`src/rtl/ip_sequencer.sv`:
```
// Instruction-pointer unit: increment, absolute jump, signed relative branch,
// and a call/return stack with sticky overflow/underflow error flags.
module ip_sequencer #(
  parameter int             W         = 8,
  parameter int             DEPTH     = 4,
  parameter logic [W-1:0]   RESET_VEC = '0,
  localparam int            SPW       = $clog2(DEPTH+1)
) (
  input  logic           clk,
  input  logic           rst,
  input  logic           en,
  input  logic [2:0]     op,
  input  logic [W-1:0]   d,
  input  logic           err_clr,
  output logic [W-1:0]   ip,
  output logic [W-1:0]   tos,
  output logic [SPW-1:0] sp,
  output logic           stack_full,
  output logic           stack_empty,
  output logic           err_ovf,
  output logic           err_unf
);

  localparam logic [2:0] OP_INC  = 3'b000;
  localparam logic [2:0] OP_JMP  = 3'b001;
  localparam logic [2:0] OP_BR   = 3'b010;
  localparam logic [2:0] OP_CALL = 3'b011;
  localparam logic [2:0] OP_RET  = 3'b100;

  // Storage sized to the full sp index range so sp indexes it without resizing;
  // entries at or above DEPTH are never written.
  localparam int             NENT = 1 << SPW;
  localparam logic [SPW-1:0] FULL = SPW'(DEPTH);
  localparam logic [SPW-1:0] ONE  = SPW'(1);

  logic [W-1:0] stk [NENT];
  logic [W-1:0] ip_nxt;
  logic         push;

  assign stack_full  = (sp == FULL);
  assign stack_empty = (sp == '0);
  assign ip_nxt      = ip + W'(1);
  assign push        = en && (op == OP_CALL) && !stack_full;

  always_comb begin
    tos = '0;
    if (!stack_empty) tos = stk[sp - ONE];
  end

  // Stack contents are unobservable while sp==0, so they need no reset.
  always_ff @(posedge clk) begin
    if (push) stk[sp] <= ip_nxt;
  end

  always_ff @(posedge clk or posedge rst) begin
    if (rst) begin
      ip      <= RESET_VEC;
      sp      <= '0;
      err_ovf <= 1'b0;
      err_unf <= 1'b0;
    end else begin
      // Clear first so an error raised in the same cycle overrides it.
      if (err_clr) begin
        err_ovf <= 1'b0;
        err_unf <= 1'b0;
      end
      if (en) begin
        case (op)
          OP_INC: ip <= ip_nxt;
          OP_JMP: ip <= d;
          // Sign extension followed by truncation to W bits is just a W-bit add.
          OP_BR:  ip <= ip + d;
          OP_CALL: begin
            if (stack_full) err_ovf <= 1'b1;
            else begin
              sp <= sp + ONE;
              ip <= d;
            end
          end
          OP_RET: begin
            if (stack_empty) err_unf <= 1'b1;
            else begin
              sp <= sp - ONE;
              ip <= stk[sp - ONE];
            end
          end
          default: ;
        endcase
      end
    end
  end

endmodule

```
`config.mk`:
```
export PLATFORM = sky130hd
export DESIGN_NAME = ip_sequencer
export DESIGN_NICKNAME = d
export VERILOG_FILES = /design/src/rtl/ip_sequencer.sv
export SDC_FILE = /design/constraint.sdc
export NUM_CORES = 1
export LEC_CHECK = 0
export ABC_AREA = 0
export BUFFER_PORTS_ARGS = -buffer_cell sky130_fd_sc_hd__buf_2
export CAP_MARGIN = 0
export CORE_MARGIN = 5
export CORE_UTILIZATION = 62
export CTS_CLUSTER_SIZE = 20
export DETAILED_ROUTE_END_ITERATION = 12
export HOLD_SLACK_MARGIN = 0.1
export PLACE_DENSITY = 0.84
export SYNTH_ARGS = -nofsm -noshare
export SYNTH_HDL_FRONTEND = slang
export SYNTH_SLANG_ARGS = --single-unit
export TNS_END_PERCENT = 20
```
`constraint.sdc`:
```
create_clock -name clk -period 8 [get_ports clk]
set_input_delay 0 -clock clk [delete_from_list [all_inputs] [get_ports clk]]
set_output_delay 0 -clock clk [all_outputs]
set_load 0.005 [all_outputs]
```
==> flow_summary.toml, run 1 <==
[finish]
nets = 358
fillers = 408
finalNonFillerCells = 411
final_cell_mix = "edfxtp_1 (64), buf_2 (37), nor2_1 (33), o21ai_0 (16), dfrtp_1 (13)"
syn2layout_area_growth_pct = 12.3
layout-drive-gt1-share_pct = 19.9
num_antenna_cells = 0
final_common_cell = "edfxtp_1"

[grt]
antenna_found_initial = 0
grt_overflow_total = 0
grt_max_degree = 22
grt_usage_pct = 24.1
grt_pass1_vias = 2470
grt_pass1_wl_um = 13600

[yosys]
synth_top_family_by_area = "multiplexers"
synth-edff-count = 64
ys_seq_area_share_pct = 58.1
synth_top_area_share_pct = 49.7
yosysUniqueCellTypes = 48
synth_fp_nets = 317
syn_inst = 290
post_synth.cell_area_avg_um2 = 13.3
netlist_top_cells_area = "edfxtp_1 (50%), dfrtp_1 (8.4%), mux4_2 (5.8%)"
synth_top_area_cell = "edfxtp_1"
synth_seq_cells = 77
synth_ff_type = "edfxtp_1"
yosys.area_share.simple_pct = 10.6
synth-adder-area-share_pct = 4.07
async_flop_share_pct = 16.9
synth_compound_area_share_pct = 9.54
synth_xor_xnor_area_share_pct = 2.91
syn_area_mm2 = 0.00387
muxShareOfSynthArea_pct = 12.2
yosys_warnings = 0

[detailed_routing]
drc = 0
vias_per_cell = 6.32
via_count = 2599
wl_per_cell_um = 21.5
wl_um = 8840
final_antenna_net_count = 0
first_pass_iters = 5
drtIter0Drc = 288

[pwr]
peakVddDrop_mv = 0.213
p_leak_nw = 1.62
powerDensity_mw_per_mm2 = 359

[sta]
rsz0062_at_grt = "false"
hold_viol = 0
fin_skew_ns = 0.00328
setup_tns_ns = 0
max_slew_margin_pct = 14.8
worst_slack_ns = 4.48
fin_crit_sh_pct = 44.0
setup_violations = 0
finalCriticalPeriod_ns = 3.52
tightestPinTransition_ns = 1.27
holdWs_ns = 0.146
fmax_ghz = 0.284
drv_slew = 0

[clock_network]
cts.path.max_buffers = 2
clockRootBuffer = "clkbuf_8"
cts_tree = "built"
clkLatencyLatePin_ns = 0.35
htree_levels = 3
clock-sinks = 77
path_clk_slew_ns = 0.08
cts_buffers = 9

[flow_run]
drv_cap = 0

[run_status]
status = "complete, no violations"

[place]
numPortBuffers = 37
place_ws_ns = 4.36
gp_congestion = 0.904
hpwl_um = 5980
dp.cells = 390

[setup_path]
cp-end-kind = "register"
crit_arrival_ns = 3.75
max_stage_delay_ns = 1.05
critPathKind = "reg -> reg"
critPathLaunchType = "register"
reg2reg_to = "ip[5]"
path_delay_family = "simple AND/OR/NAND/NOR gates"
crit_fanout = 21
cpMaxStageDelayCell = "dfrtp_1"
r2r_slack_ns = 4.48
ff2ff_path_depth = 7
crit_buf_inv = 1
path_cells = "inv_1 > ha_1 > nor2b_1 > o21ai_0 > nand3_1 > or3b_1 > o31a_1"
required_ns = 8.23
worstReg2RegStart = "sp[0]"

[floorplanning]
die_w_um = 89.0
num_rows = 28
dieArea_mm2 = 0.00792
dieHeight_um = 89.0
start_util_pct = 64.6
ios = 38
coreArea_mm2 = 0.00599

[min_path]
min_to = "ip[7]"
hp-class = "in -> reg"
min_path_cells = 5
hp-start = "d[7]"
==> worst max-delay path by stage <==
stage / slack (ns) / end / from / cells after the start
floorplan: 5.38 / ip[7] / sp[0] / 11
finish: 4.48 / ip[5] / sp[0] / 7
CTS: 4.30 / stk[1][5] / sp[0] / 7
detailed placement: 4.36 / stk[1][2] / sp[0] / 7
global route: 4.09 / ip[5] / sp[0] / 7
global placement: 4.60 / ip[5] / sp[0] / 7
==> worst min-delay path: cells and delay by family <==
| kind | cells | cell delay (ns) |
|---|---|---|
| buffers and inverters | 1 | 0.10 |
| AND/OR/NAND/NOR | 3 | 0.17 |
| AO/OA/AOI/OAI | 1 | 0.17 |
==> cells in the mapped netlist (all sizes together), types with 2 or more instances <==
cell and count:
a211oi 4, o211ai 3, nor2 33, xor2 3, nand3 8, nand2 11
a21oi 10, and3 5, a211o 2, nor2b 3, o21ai 16, nor4 4
buf 5, xnor2 9, o221ai 2, dfrtp 13, or3b 2, inv 11
o31a 2, clkbuf 7, ha 11, o22a 2, o22ai 2, o31ai 2
o21a 2, mux2i 9, edfxtp 64, nor3 9, nand2b 6, mux4 16
==> stage by stage <==
stage	utilization, %	cell area [um^2]	power [mW]
3_5_place_dp	68.3	4090	1.27
4_1_cts	72.5	4340	1.56
2_1_floorplan	-	3870	1.05
5_1_grt	72.5	4350	1.65
3_3_place_gp	68.3	4090	1.25
6_report	72.5	4350	1.56
==> where the power goes <==
group          total, mW  internal [mW]  switching [mW]  leakage [nW]
sequential         0.610          0.530          0.0808         0.735
combinational      0.659          0.290           0.369         0.789
clock              0.293          0.146           0.146        0.0931
total               1.56          0.966           0.596          1.62
==> area by class of cell <==
class,instances,area [um^2],share of cell area (%)
clock inverter,6,71.3,1.64
timing repair buffer,42,235,5.41
inverter,11,41.3,0.950
sequential,77,2250,51.7
multi-input combinational,190,1530,35.2
clock buffer,10,128,2.94
tap,75,93.8,2.16
==> cells by family (layout without fill, tap and decap cells) <==
kind of cell    Yosys count  after routing
compound gates           56             56
xor+xnor                 12             12
simple gates             85             85
buf+inv                  23             69
fa+ha+maj                12             12
mux                      25             25
flops                    77             77
==> registers in the layout, summed over array words and instances, names as in the netlist <==
name	count
sp	3
err_unf	1
err_ovf	1
stk	64
ip	8
==> routing by layer <==
| layer | vias to the layer above | GRT usage [%] | share of wire (%) | wire [um] |
|---|---|---|---|---|
| met1 | 1272 | 32.7 | 42 | 3680 |
| met5 | - | 0 | 0 | 0 |
| li1 | 1200 | - | - | - |
| met2 | 113 | 40.3 | 49 | 4360 |
| met4 | 0 | 5.95 | 1.6 | 141 |
| met3 | 14 | 5.25 | 7.4 | 655 |
==> timing repair <==
action	4_1_cts	5_1_grt
hold buffers	5	0
resized for setup	0	0
setup buffers	0	0
hold endpoints to repair	17	0
No activity file was read; power rests on OpenSTA's default activity.
==> run 2: changes to the inputs <==
--- a/config.mk
+++ b/config.mk
@@ -9,11 +9,11 @@
 export BUFFER_PORTS_ARGS = -buffer_cell sky130_fd_sc_hd__buf_2
 export CAP_MARGIN = 0
 export CORE_MARGIN = 5
-export CORE_UTILIZATION = 62
+export CORE_UTILIZATION = 53
 export CTS_CLUSTER_SIZE = 20
 export DETAILED_ROUTE_END_ITERATION = 12
 export HOLD_SLACK_MARGIN = 0.1
-export PLACE_DENSITY = 0.84
+export PLACE_DENSITY = 0.77
 export SYNTH_ARGS = -nofsm -noshare
 export SYNTH_HDL_FRONTEND = slang
 export SYNTH_SLANG_ARGS = --single-unit
==> constraint.sdc (replaced) <==
create_clock -name clk -period 3.2 [get_ports clk]
set_input_delay 0 -clock clk [delete_from_list [all_inputs] [get_ports clk]]
set_output_delay 0 -clock clk [all_outputs]
set_load 0.005 [all_outputs]
==> run 2 against run 1 <==
Sequential power rose by 140%; sequential cell count did not move; first-iteration DRC count fell by 26%; total power rose by 150%; non-clock buffer count rose by 11; register-to-register slack got worse by 3.9 ns; cell count rose by 8.5%; design area rose by 2.2%; combinational power rose to 2.6 times the previous value; clock power rose by 140%; die area rose by 15%; via count rose by 1.8%; largest cell class unchanged.
==> flow_summary.toml, run 2 (same netlist as run 1, synthesis figures left out) <==
[sta]
tightestPinTransition_ns = 0.856
fmax_ghz = 0.376
fin_crit_sh_pct = 83.1
max_slew_margin_pct = 42.7
finalCriticalPeriod_ns = 2.66
drv_slew = 0
rsz0062_at_grt = "false"
fin_skew_ns = 0.00840
setup_tns_ns = 0
setup_violations = 0
hold_viol = 0

[grt]
grt_usage_pct = 20.9
grt_pass1_wl_um = 13700
grt_overflow_total = 0
grt_pass1_vias = 2499
grt_max_degree = 21
antenna_found_initial = 0

[finish]
top_regs = "stk x64, ip x8, sp x3"
design_area_mm2 = 0.00444
final_common_cell = "edfxtp_1"
layout-drive-gt1-share_pct = 22.5
top_register = "stk"
num_antenna_cells = 0
finalNonFillerCells = 446
nets = 369
final_cell_mix = "edfxtp_1 (64), buf_2 (37), nor2_1 (33), o21ai_0 (16), dfrtp_1 (13)"
largest_reg_flops = 64
syn2layout_area_growth_pct = 14.7

[detailed_routing]
vias_per_cell = 5.93
wl_per_cell_um = 19.4
final_antenna_net_count = 0
wl_um = 8640
via_count = 2646
drc = 0
drtIter0Drc = 213
first_pass_iters = 5

[setup_path]
critPathLaunchType = "register"
crit_start = "sp[1]"
crit_fanout = 10
worstReg2RegStart = "sp[1]"
critPathKind = "reg -> out"
cp-end-kind = "primary output"
required_ns = 3.20
crit_arrival_ns = 2.66

[flow_run]
drv_cap = 0

[clock_network]
cts_tree = "built"
path_clk_slew_ns = 0.09
cts.path.max_buffers = 2
htree_levels = 3
clock-sinks = 77
clkLatencyLatePin_ns = 0.35
cts_buffers = 9
clockRootBuffer = "clkbuf_8"

[min_path]
hp-start = "d[1]"
hp-class = "in -> reg"

[pwr]
powerDensity_mw_per_mm2 = 876
p_leak_nw = 1.68
peakVddDrop_mv = 0.591

[floorplanning]
ios = 38
start_util_pct = 53.9
dieHeight_um = 95.5
coreArea_mm2 = 0.00718
die_w_um = 95.5
num_rows = 31
dieArea_mm2 = 0.00911

[place]
post_dp_cell_area_mm2 = 0.00420
gp_congestion = 0.955
hpwl_um = 6010
numPortBuffers = 37
dp.cells = 425

[run_status]
status = "complete, no violations"
[run 2: area by class of cell]
type / instances / area [um^2]
sequential: 77 / 2250
fill: 548 / 2740
inverter: 11 / 41.3
clock buffer: 9 / 124
clock inverter: 7 / 62.6
tap: 99 / 124
multi-input combinational: 190 / 1520
timing repair buffer: 53 / 318
[run 2: where the power goes]
part,leakage [nW],internal (mW),switching [mW],total [mW]
clock,0.0988,0.302,0.394,0.696
sequential,0.735,1.32,0.143,1.47
combinational,0.842,0.762,0.966,1.73
total,1.68,2.39,1.50,3.89
[run 2: critical path: stages (launching register included)]
cell,delay [ns]
dfrtp_1,0.48
inv_1,0.13
ha_1,0.58
buf_4,0.26
mux4_1,0.30
mux2i_1,0.31
nor2_1,0.11
buf_2,0.14
[run 2: per-layer routing]
metal	up-vias	wire, um	global-route usage, %
met5	-	0	0
met4	0	43	5.81
li1	1227	-	-
met2	117	4110	31.9
met3	2	734	5.84
met1	1300	3750	29.5
[run 2: worst paths after layout]
path | end | slack [ns] | cells past startpoint
max in group asynchronous | ip[1] | 2.56 | 3
setup / recovery | tos[2] | 0.54 | 7
hold reg to reg | err_ovf | 0.53 | 2
min in group asynchronous | sp[0] | 0.26 | 3
setup reg to reg | ip[5] | 0.59 | 7
hold / removal | ip[1] | 0.13 | 4
[run 2: stage by stage]
step	util (%)	power, mW	hold WS [ns]	setup WS [ns]
global route	61.9	4.16	0.114	0.365
detailed placement	58.6	3.22	0.0809	0.613
finish	61.9	3.89	0.131	0.539
CTS	61.9	3.92	0.110	0.509
floorplan	-	2.61	-0.123	0.576
global placement	58.6	3.18	0.0655	0.722
[run 2: what timing repair did]
item                                    4_1_cts  5_1_grt
gates resized for setup                       0        0
endpoints found under the hold margin        16        0
setup buffers                                 0        0
endpoints found under the setup margin        0        0
hold buffers                                  5        0
